**src/rtl/sg_pkg.sv**
```systemverilog
// Shared definitions for the segment-benchmark observers: monitor state
// encoding and the default sizing constants used by sg_idle_monitor.
package sg_pkg;

  typedef enum logic [1:0] {
    HOME  = 2'd0,
    AWAY  = 2'd1,
    STUCK = 2'd2
  } MonStates;

  localparam int SG_STALL_LIMIT = 4;
  localparam int SG_CNT_W       = 3;
  localparam int SG_EXC_W       = 4;

endpackage

```
**src/rtl/sg_sat_counter.sv**
```systemverilog
// Saturating up-counter: holds at all-ones, clr wins over inc, and the
// synchronous reset wins over both.
module sg_sat_counter #(
  parameter int W = 3
) (
  input  logic         clock,
  input  logic         reset,
  input  logic         clr,
  input  logic         inc,
  output logic [W-1:0] q
);

  logic [W-1:0] q_q;
  logic [W-1:0] q_d;

  // Next count: clear, saturating increment, or hold.
  always_comb begin
    q_d = q_q;
    if (clr) begin
      q_d = '0;
    end else if (inc && (q_q != {W{1'b1}})) begin
      q_d = q_q + W'(1);
    end
  end

  // Count register with synchronous reset.
  always_ff @(posedge clock) begin
    if (reset) begin
      q_q <= '0;
    end else begin
      q_q <= q_d;
    end
  end

  assign q = q_q;

endmodule

```
**src/rtl/sg_idle_monitor.sv**
```systemverilog
// Idle monitor: watches the upstream home-state flag, measures how long each
// excursion away from home lasts, flags a stall once an excursion reaches
// STALL_LIMIT cycles, and counts excursions. Every output comes from a flop.
// Optional build macro SG_MON_STICKY_STALL_EN makes stall hold from the first
// entry to STUCK until reset.
module sg_idle_monitor #(
  parameter int STALL_LIMIT = sg_pkg::SG_STALL_LIMIT,
  parameter int CNT_W       = sg_pkg::SG_CNT_W,
  parameter int EXC_W       = sg_pkg::SG_EXC_W
) (
  input  logic             clock,
  input  logic             reset,
  input  logic             idle,
  output logic             busy,
  output logic             stall,
  output logic [CNT_W-1:0] run_len,
  output logic [EXC_W-1:0] excursions,
  output logic             ret_pulse
);

  import sg_pkg::*;

  localparam int RUN_MAX_INT         = (2 ** CNT_W) - 1;
  localparam logic [CNT_W-1:0] LIMIT = CNT_W'(STALL_LIMIT);
  localparam logic [CNT_W-1:0] RUN_MAX = {CNT_W{1'b1}};

  // A limit of zero or beyond what run_len can represent could never be met.
  if ((STALL_LIMIT < 1) || (STALL_LIMIT > RUN_MAX_INT)) begin : g_bad_limit
    $error("sg_idle_monitor: STALL_LIMIT out of range 1..2^CNT_W-1");
  end

  MonStates         state_q;
  MonStates         state_d;
  logic             busy_q;
  logic             busy_d;
  logic             stall_q;
  logic             stall_d;
  logic             ret_pulse_q;
  logic             ret_pulse_d;
  logic [CNT_W-1:0] run_next;
  logic             exc_inc;

  // run_len restarts on every home sample and grows on every away sample;
  // while HOME it is always zero, so the first away sample yields 1.
  sg_sat_counter #(.W(CNT_W)) u_run_cnt (
    .clock (clock),
    .reset (reset),
    .clr   (idle),
    .inc   (~idle),
    .q     (run_len)
  );

  // Excursions are counted on the HOME->away edge and cleared only by reset.
  sg_sat_counter #(.W(EXC_W)) u_exc_cnt (
    .clock (clock),
    .reset (reset),
    .clr   (1'b0),
    .inc   (exc_inc),
    .q     (excursions)
  );

  // Next-state logic and next values of the flag outputs.
  always_comb begin
    state_d     = state_q;
    run_next    = (run_len == RUN_MAX) ? run_len : run_len + CNT_W'(1);
    exc_inc     = (state_q == HOME) && !idle;
    case (state_q)
      HOME: begin
        if (!idle) begin
          state_d = (STALL_LIMIT == 1) ? STUCK : AWAY;
        end
      end
      AWAY: begin
        if (idle) begin
          state_d = HOME;
        end else if (run_next >= LIMIT) begin
          state_d = STUCK;
        end
      end
      STUCK: begin
        if (idle) begin
          state_d = HOME;
        end
      end
      default: begin
        state_d = HOME;
      end
    endcase
    busy_d      = (state_d != HOME);
    ret_pulse_d = (state_q != HOME) && idle;
`ifdef SG_MON_STICKY_STALL_EN
    stall_d     = stall_q || (state_d == STUCK);
`else
    stall_d     = (state_d == STUCK);
`endif
  end

  // State and output flag registers; reset discards any excursion in flight.
  always_ff @(posedge clock) begin
    if (reset) begin
      state_q     <= HOME;
      busy_q      <= 1'b0;
      stall_q     <= 1'b0;
      ret_pulse_q <= 1'b0;
    end else begin
      state_q     <= state_d;
      busy_q      <= busy_d;
      stall_q     <= stall_d;
      ret_pulse_q <= ret_pulse_d;
    end
  end

  assign busy      = busy_q;
  assign stall     = stall_q;
  assign ret_pulse = ret_pulse_q;

endmodule

```
**config.mk**
```make
export PLATFORM = sky130hd
export DESIGN_NAME = sg_idle_monitor
export DESIGN_NICKNAME = d
export VERILOG_FILES = /design/src/rtl/sg_pkg.sv /design/src/rtl/sg_sat_counter.sv /design/src/rtl/sg_idle_monitor.sv
export SDC_FILE = /design/constraint.sdc
export NUM_CORES = 1
export LEC_CHECK = 0
export ABC_AREA = 0
export CORE_AREA = 2 2 39 41
export DETAILED_ROUTE_END_ITERATION = 8
export DIE_AREA = 0 0 41 43
export SLEW_MARGIN = 20
export SYNTH_ARGS = -nofsm -noshare
export SYNTH_HDL_FRONTEND = slang
export SYNTH_SLANG_ARGS = --single-unit
```
**constraint.sdc**
```tcl
create_clock -name clock -period 1.5 [get_ports clock]
set_input_delay 0.3 -clock clock [delete_from_list [all_inputs] [get_ports clock]]
set_output_delay 0.3 -clock clock [all_outputs]
set_load 0.01 [all_outputs]
```
==> summary.txt, run 1 <==
STA
  – Final hold vios: 0
  – Max_slew headroom: 83.2%
  – Final-report setup violation count: 0
  – Skew final: 0.00673 ns
  – Slew @ Worst Pin: 0.250 ns
  – Setup Total Neg Slack: 0 ns
  – Final period util: 93.7%
  – RSZ-0062 raised after global routing: no
  – Worst setup margin: 0.0948 ns
  – Crit path time final: 1.41 ns
  – Final hold slack: 0.489 ns
  – Final Slew Violations: 0
  – Fmax: 712 MHz

Final layout
  – Final net count: 78
  – Inserted Diodes: 0
  – Commonest non-fill, non-tap cells in the layout: dfxtp_1, nor2_1, a21oi_1, clkdlybuf4s50_1
  – Layout cells sized above 1: between 15 and 20%
  – Syn-to-layout area delta: 41.2%
  – Commonest non-fill, non-tap cell in the layout: dfxtp_1

Setup path
  – Worst path arrival time: between 1 and 1.5 ns
  – Kind of critical path: reg2out
  – Slowest stage cell, crit path: clkdlybuf4s50_1
  – CP Max Fanout: 1
  – Startpoint Class: register
  – CP cell instances: clkdlybuf4s50_1
  – CP bufs+invs: 1
  – Reg2reg setup slack: approximately 0.18 ns
  – Crit-path leading delay family: buffers and inverters
  – Max incr delay on CP: 0.52 ns
  – Worst setup EP type: output pin
  – Required time of the critical path: about 1.2 ns

Synth
  – Seq/Total Area, Yosys: 48.5%
  – Synthesized area per cell: 9.53 µm²
  – Mapped cell area: 495 µm²
  – Synth Instances: 52
  – Synth Net Count: 59
  – Post-synthesis register bit count: 12
  – Yosys warnings: 0
  – Netlist cell types: 20

Global routing
  – Global-route wire length before repair: 1460 µm
  – Largest net degree at the start of global routing: 8
  – GRT Total Usage: roughly an eighth
  – Antenna violations before repair: 0
  – Vias in the first global route: 355
  – Grt ovf: 0

Placement
  – RePlAce Congestion: between 0.6 and 0.7
  – Hpwl dp: 708 µm
  – Pre-CTS WS: -0.160 ns
  – # port buffers: 12

Floorplanning
  – Die area: 1760 µm²
  – Total core area: 1380 µm²
  – Die Span Y: 43 µm
  – Die Width: 41 µm
  – Io pins: 13
  – Core Rows: 14
  – Initial core utilization: 35.8%

Power
  – Peak supply drop: 0.000633 V
  – Power per cell area: 934 nW/µm²
  – LEAKAGE: approximately 0.35 nW
  – Design Power: 654 µW

Clock tree
  – Num Clock Sinks: 12
  – CTS max path bufs: 2
  – CTS clk-pin slew, worst paths: 0.08 ns
  – CTS tree: done
  – Postcts setup bufs: 0
  – Insertion delay to the later sink of the worst-skew pair: 0.27 ns
  – CTS HTree Levels: 1
  – CTS buffer count: 3
  – Clock root buffer: clkbuf_4

Route
  – Pre-antenna DRT Iters: 2
  – Vias per std cell: 4.84
  – Wl on met1: 409 µm
  – DR WL met3: 53 µm
  – Top Layer Used: met4
  – ANT nets after route: 0
  – Routed Wire Length: approximately 900 µm
  – Wire length on met2: 429 µm
  – Vias: 416
  – WL per Instance: 10.6 µm
  – Drt first-iter violations: 2
  – DRC: 0

Status
  – Status: completed

Run
  – Number of max-cap violations: 0

Worst hold path
  – Worst Hold Class: reg2reg
==> registers in the layout (all words and copies together) (netlist names) <==
register and cells:
ret_pulse 1, u_run_cnt.q 3, busy 1, u_exc_cnt.q 4, state_q 2, stall 1
==> timing repair <==
action	in CTS	in global routing
endpoints found under the setup margin	5	4
pin swaps	0	0
resized for setup	5	4
hold buffers	0	0
==> worst paths after layout <==
kind,to,depth (start not counted),from
worst max-delay path,ret_pulse,1,ret_pulse$_SDFF_PP0_
worst min-delay path,u_exc_cnt.q[3]$_SDFFE_PP0P_,2,u_exc_cnt.q[3]$_SDFFE_PP0P_
worst max register to register,u_exc_cnt.q[0]$_SDFFE_PP0P_,3,state_q[0]$_SDFF_PP0_
worst min register to register,u_exc_cnt.q[3]$_SDFFE_PP0P_,2,u_exc_cnt.q[3]$_SDFFE_PP0P_
==> stage by stage <==
stage	std cells	util [%]	cell area, µm²
after floorplan	52	-	495
after global placement	82	47.3	654
after detailed placement	82	47.3	654
after CTS	86	49.8	689
after global routing	86	50.5	699
final	86	50.5	699
==> synth_stat cells (all sizes together) <==
| cell | count | area share, % |
|---|---|---|
| o31ai | 1 | 1.5 |
| or3 | 3 | 4.8 |
| nor3b | 1 | 1.5 |
| nand2 | 1 | 0.76 |
| nand3 | 1 | 1.0 |
| inv | 3 | 2.3 |
| nand3b | 1 | 1.5 |
| nor2b | 1 | 1.3 |
| mux2i | 3 | 6.1 |
| or2 | 1 | 1.3 |
| ha | 4 | 10 |
| clkbuf | 1 | 0.76 |
| xor2 | 1 | 1.8 |
| and3 | 1 | 1.3 |
| nor3 | 4 | 4.0 |
| o21ai | 2 | 2.0 |
| nor2 | 6 | 4.5 |
| a21oi | 5 | 5.0 |
| dfxtp | 12 | 48 |
==> power breakdown <==
| part | switching, mW | internal, mW |
|---|---|---|
| clock | 0.110 | 0.147 |
| sequential | 0.00892 | 0.329 |
| combinational | 0.0247 | 0.0335 |
| total | 0.143 | 0.510 |
==> cell type report <==
class | instances | area [µm²]
timing repair buffer | 15 | 149
multi-input combinational | 36 | 240
sequential | 12 | 243
tap | 16 | 20.0
clock buffer | 4 | 36.3
inverter | 3 | 11.3
fill | 138 | 684
==> routing by layer <==
| metal | vias up | track usage (%) |
|---|---|---|
| met4 | 0 | 6.00 |
| met5 | - | 0 |
| met3 | 2 | 3.14 |
| li1 | 215 | - |
| met1 | 188 | 14.8 |
| met2 | 11 | 19.4 |
==> logic make-up after synthesis <==
logic type,Yosys count,share of synthesized area (%)
simple gates,20,22.0
flops,12,48.5
compound gates,8,8.59
buf+inv,4,3.03
fa+ha+maj,4,10.1
mux,3,6.06
xor+xnor,1,1.77
(Power assumes the default switching activity.)
==> inputs of run 2 (changes only) <==
- SKIP_CTS_REPAIR_TIMING: not set -> 1
==> run 2 against run 1 <==
Compared with the run above:
- design area increased by 1.6%
- die area unchanged
- sequential cell count unchanged
- critical path depth unchanged
- largest power group unchanged
- critical endpoint is now run_len[0]
- combinational power increased by 2%
- setup slack got worse by 0.054 ns
- hold slack about the same
==> summary.txt, run 2 (synthesized netlist as in run 1, its figures left out) <==
Clock tree
  – Num Clock Sinks: 12
  – CTS buffer count: 3
  – Insertion delay to the later sink of the worst-skew pair: 0.27 ns
  – CTS max path bufs: 2
  – CTS clk-pin slew, worst paths: 0.08 ns
  – Clock root buffer: clkbuf_4
  – CTS HTree Levels: 1
  – CTS tree: done

STA
  – Final Slew Violations: 0
  – Final hold vios: 0
  – Setup Total Neg Slack: 0 ns
  – Max_slew headroom: between 80% and 90%
  – Final period util: about 97%
  – Crit path time final: roughly 1.5 ns
  – Slew @ Worst Pin: 0.250 ns
  – Worst setup margin: 0.0404 ns
  – RSZ-0062 raised after global routing: no
  – Skew final: between 0.006 and 0.007 ns
  – Final-report setup violation count: 0
  – Fmax: 685 MHz

Route
  – Wire length on met2: 432 µm
  – WL per Instance: 10.6 µm
  – Top Layer Used: met4
  – Routed Wire Length: 913 µm
  – DR WL met3: 50 µm
  – Wl on met1: 413 µm
  – Pre-antenna DRT Iters: 2
  – ANT nets after route: 0
  – DRC: 0
  – Vias: roughly 420
  – Drt first-iter violations: 2
  – Vias per std cell: a little under 5

Power
  – NetSw: 144 µW
  – Logic gate share of total power: 9.1%
  – LEAKAGE: 0.378 nW
  – Sw Share: 21.9%
  – Clock share of power: 39.3%
  – Power per cell area: roughly 920 nW/µm²
  – Flop pwr share: 51.7%
  – Peak supply drop: 0.000631 V
  – Internal: just over 500 µW

Setup path
  – Startpoint Class: register
  – Kind of critical path: reg2out
  – Crit. Startpoint: u_run_cnt.q[0]$_SDFFE_PP0P_
  – Slowest stage cell, crit path: clkdlybuf4s50_1
  – R2r endpoint: u_exc_cnt.q[0]$_SDFFE_PP0P_
  – Required time of the critical path: 1.20 ns
  – CP Max Fanout: 3
  – Crit path depth: 1
  – Reg2reg start: state_q[0]$_SDFF_PP0_
  – Crit path capture: run_len[0]
  – CP cell instances: clkdlybuf4s50_1
  – Crit-path leading delay family: buffers and inverters
  – Worst path arrival time: 1.16 ns
  – Max incr delay on CP: 0.54 ns
  – R2r worst-path depth: 3
  – Worst setup EP type: output pin
  – Reg2reg setup slack: 0.18 ns
  – CP bufs+invs: 1

Status
  – Status: completed

Floorplanning
  – Core Rows: 14
  – Total core area: roughly 1400 µm²
  – Die area: 1760 µm²
  – Io pins: 13
  – Initial core utilization: 35.8%
  – Die Span Y: 43 µm
  – Die Width: ~41 µm

Placement
  – Pre-CTS WS: -0.160 ns
  – # port buffers: 12
  – Hpwl dp: 708 µm
  – RePlAce Congestion: 0.631

Final layout
  – Final net count: 78
  – Inserted Diodes: 0
  – FILL cells: 135
  – Layout cells sized above 1: between 10% and 20%
  – Syn-to-layout area delta: 43.4%
  – Commonest non-fill, non-tap cells in the layout: dfxtp_1, nor2_1, clkdlybuf4s50_1, dlymetal6s2s_1, a21oi_1
  – Commonest non-fill, non-tap cell in the layout: dfxtp_1
  – Largest register FFs: 4

Global routing
  – Global-route wire length before repair: roughly 1500 µm
  – GRT Total Usage: between 10% and 20%
  – Antenna violations before repair: 0
  – Vias in the first global route: 355
  – Largest net degree at the start of global routing: 8
  – Grt ovf: 0

Run
  – Number of max-cap violations: 0

Worst hold path
  – Worst Hold Class: reg2reg
## run 2: worst min path at each step
stage	start	end	slack [ns]	depth (start not counted)
2_1_floorplan	reset	u_exc_cnt.q[0]$_SDFFE_PP0P_	0.37	1
3_3_place_gp	u_exc_cnt.q[1]$_SDFFE_PP0P_	u_exc_cnt.q[1]$_SDFFE_PP0P_	0.50	2
5_1_grt	u_exc_cnt.q[0]$_SDFFE_PP0P_	u_exc_cnt.q[0]$_SDFFE_PP0P_	0.53	2
6_report	u_exc_cnt.q[3]$_SDFFE_PP0P_	u_exc_cnt.q[3]$_SDFFE_PP0P_	0.49	2
4_1_cts	u_exc_cnt.q[1]$_SDFFE_PP0P_	u_exc_cnt.q[1]$_SDFFE_PP0P_	0.52	2
3_5_place_dp	u_exc_cnt.q[1]$_SDFFE_PP0P_	u_exc_cnt.q[1]$_SDFFE_PP0P_	0.51	2
## run 2: power groups by stage
stage | Sequential (mW) | Clock [mW] | Combinational, mW
6_report | 0.338 | 0.257 | 0.0594
5_1_grt | 0.340 | 0.284 | 0.0665
4_1_cts | 0.338 | 0.266 | 0.0616
3_5_place_dp | 0.346 | 0 | 0.0617
3_3_place_gp | 0.345 | 0 | 0.0612
2_1_floorplan | 0.348 | 0 | 0.0242
## run 2: layer usage
layer  track usage [%]  vias to the layer above
li1                  -                      215
met1              14.8                      188
met2              19.4                       11
met3              3.14                        2
met4              6.00                        0
met5                 0                        -
## run 2: area by class of cell
type / instances / area (µm²) / area share (%)
sequential: 12 / 245 / 34.5
clock buffer: 4 / 36.3 / 5.11
inverter: 3 / 11.3 / 1.58
multi-input combinational: 36 / 240 / 33.8
tap: 16 / 20.0 / 2.82
timing repair buffer: 15 / 158 / 22.2
## run 2: stage by stage
step           cell area, µm²  hold WS, ns  util, %  instances  power, mW
4_1_cts                   691        0.518     49.9         86      0.665
6_report                  711        0.490     51.4         86      0.655
3_3_place_gp              654        0.504     47.3         82      0.406
3_5_place_dp              654        0.508     47.3         82      0.407
2_1_floorplan             495        0.369        -         52      0.373
5_1_grt                   711        0.530     51.4         86      0.691
==> inputs of run 3 (changes only) <==
- CELL_PAD_IN_SITES_DETAIL_PLACEMENT: not set -> 2
- CELL_PAD_IN_SITES_GLOBAL_PLACEMENT: not set -> 2
- CORE_AREA: 2 2 39 41 -> not set
- CORE_UTILIZATION: not set -> 26
- DIE_AREA: 0 0 41 43 -> not set
- PLACE_DENSITY_LB_ADDON: not set -> 0.1
- SLEW_MARGIN: 20 -> not set
==> run 3 against run 2 <==
Compared with the run above:
- design area up 0.70%
- clock-buffer cell count down 1
- non-clock buffer count up 1
- critical path depth unchanged
- utilization down 11 points
- global-route usage up 0.46 points
- hold slack better by 0.0022 ns
==> summary.txt, run 3 (synthesized netlist as in run 1, its figures left out) <==
Power
  – Peak supply drop: 0.000373 V
  – Power per cell area: ~830 nW/µm²
  – LEAKAGE: 0.391 nW

STA
  – Final Slew Violations: 0
  – Crit path time final: 1.41 ns
  – Skew final: 0.00171 ns
  – Max_slew headroom: 81.3%
  – Slew @ Worst Pin: roughly 0.28 ns
  – Fmax: roughly 710 MHz
  – Final hold vios: 0
  – Worst setup margin: 0.0901 ns
  – Final-report setup violation count: 0
  – Final period util: 94.0%
  – RSZ-0062 raised after global routing: no

Route
  – Vias per std cell: 4.57
  – ANT nets after route: 0
  – Pre-antenna DRT Iters: 2
  – Routed Wire Length: 1110 µm
  – Vias: ~430
  – DRC: 0
  – Drt first-iter violations: 2
  – WL per Instance: 11.6 µm

Setup path
  – Crit-path leading delay family: buffers and inverters
  – Worst path arrival time: approximately 1.1 ns
  – CP bufs+invs: 1
  – Startpoint Class: register
  – Kind of critical path: reg2out
  – CP Max Fanout: 1
  – Worst setup EP type: output pin
  – CP cell instances: clkdlybuf4s50_1
  – Slowest stage cell, crit path: clkdlybuf4s50_1
  – Max incr delay on CP: about 0.53 ns
  – Required time of the critical path: 1.20 ns

Placement
  – RePlAce Congestion: 0.681
  – Pre-CTS WS: -0.157 ns
  – Hpwl dp: 868 µm
  – # port buffers: 12
  – Post-DP Area: 673 µm²

Global routing
  – Antenna violations before repair: 0
  – Vias in the first global route: 419
  – GRT Total Usage: between 10% and 20%
  – Global-route wire length before repair: 1830 µm
  – Largest net degree at the start of global routing: 8
  – Grt ovf: 0

Clock tree
  – CTS buffer count: 3
  – Num Clock Sinks: 12
  – Insertion delay to the later sink of the worst-skew pair: between 0.2 and 0.3 ns
  – CTS clk-pin slew, worst paths: 0.07 ns
  – CTS HTree Levels: 1
  – CTS tree: done
  – CTS max path bufs: 2
  – Clock root buffer: clkbuf_4

Floorplanning
  – Die Width: about 46 µm
  – Die area: approximately 2100 µm²
  – Initial core utilization: between 20% and 30%
  – Total core area: 1760 µm²
  – Die Span Y: ~46 µm
  – Core Rows: 15
  – Io pins: 13

Final layout
  – Post-Layout Inst Area: 716 µm²
  – Commonest non-fill, non-tap cells in the layout: dfxtp_1, dlymetal6s2s_1, nor2_1
  – Syn-to-layout area delta: 44.4%
  – Commonest non-fill, non-tap cell in the layout: dfxtp_1
  – Inserted Diodes: 0
  – Final net count: 79
  – Largest register FFs: 4
  – Layout cells sized above 1: 15.7%

Run
  – Number of max-cap violations: 0

Worst hold path
  – Worst Hold Class: reg2reg

Status
  – Status: completed
[run 3: changes by cell type in the layout (fill, tap and decap cells not counted)]
cell / delta
clkbuf_8: -1
dfxtp_2: -2
dlymetal6s2s_1: +1
buf_4: +1
clkdlybuf4s50_1: -1
dfxtp_1: +2
[run 3: layer usage]
layer  wire length [µm]  global-route usage (%)
met5                  0                       0
met4                  9                    9.09
met3                 39                    3.57
met2                533                    18.3
met1                524                    16.4
[run 3: worst register-to-register path, delay by kind of cell, from the launching register on]
kind,cells,cell delay (ns)
AND/OR/NAND/NOR,2,0.56
flip-flops,1,0.35
adder cells (fa/ha/maj),1,0.24
AO/OA/AOI/OAI,1,0.13
[run 3: path summary, 6_finish.rpt]
kind | from | endpoint | slack [ns] | cells past startpoint
setup / recovery | busy$_SDFF_PP0_ | busy | 0.09 | 1
hold / removal | u_exc_cnt.q[3]$_SDFFE_PP0P_ | u_exc_cnt.q[3]$_SDFFE_PP0P_ | 0.49 | 2
setup reg to reg | u_exc_cnt.q[0]$_SDFFE_PP0P_ | u_exc_cnt.q[0]$_SDFFE_PP0P_ | 0.16 | 4
hold reg to reg | u_exc_cnt.q[3]$_SDFFE_PP0P_ | u_exc_cnt.q[3]$_SDFFE_PP0P_ | 0.49 | 2
[run 3: power breakdown]
| part | internal (mW) | switching [mW] |
|---|---|---|
| clock | 0.0927 | 0.103 |
| combinational | 0.0359 | 0.0282 |
| sequential | 0.329 | 0.00798 |
[run 3: stage by stage]
stage          std cells  hold slack (ns)  setup TNS [ns]  util, %  total power [mW]
2_1_floorplan         52            0.369               0        -             0.373
3_3_place_gp          92            0.502          -0.260     38.2             0.409
3_5_place_dp          92            0.512          -0.307     38.2             0.412
4_1_cts               95            0.525          -0.207     39.4             0.614
5_1_grt               95            0.552               0     40.6             0.627
6_report              95            0.492               0     40.6             0.596
[run 3: final cells by class]
class | instances | area (µm²)
fill | 211 | 1050
sequential | 12 | 243
multi-input combinational | 36 | 240
timing repair buffer | 16 | 168
tap | 25 | 31.3
clock buffer | 3 | 22.5
inverter | 3 | 11.3
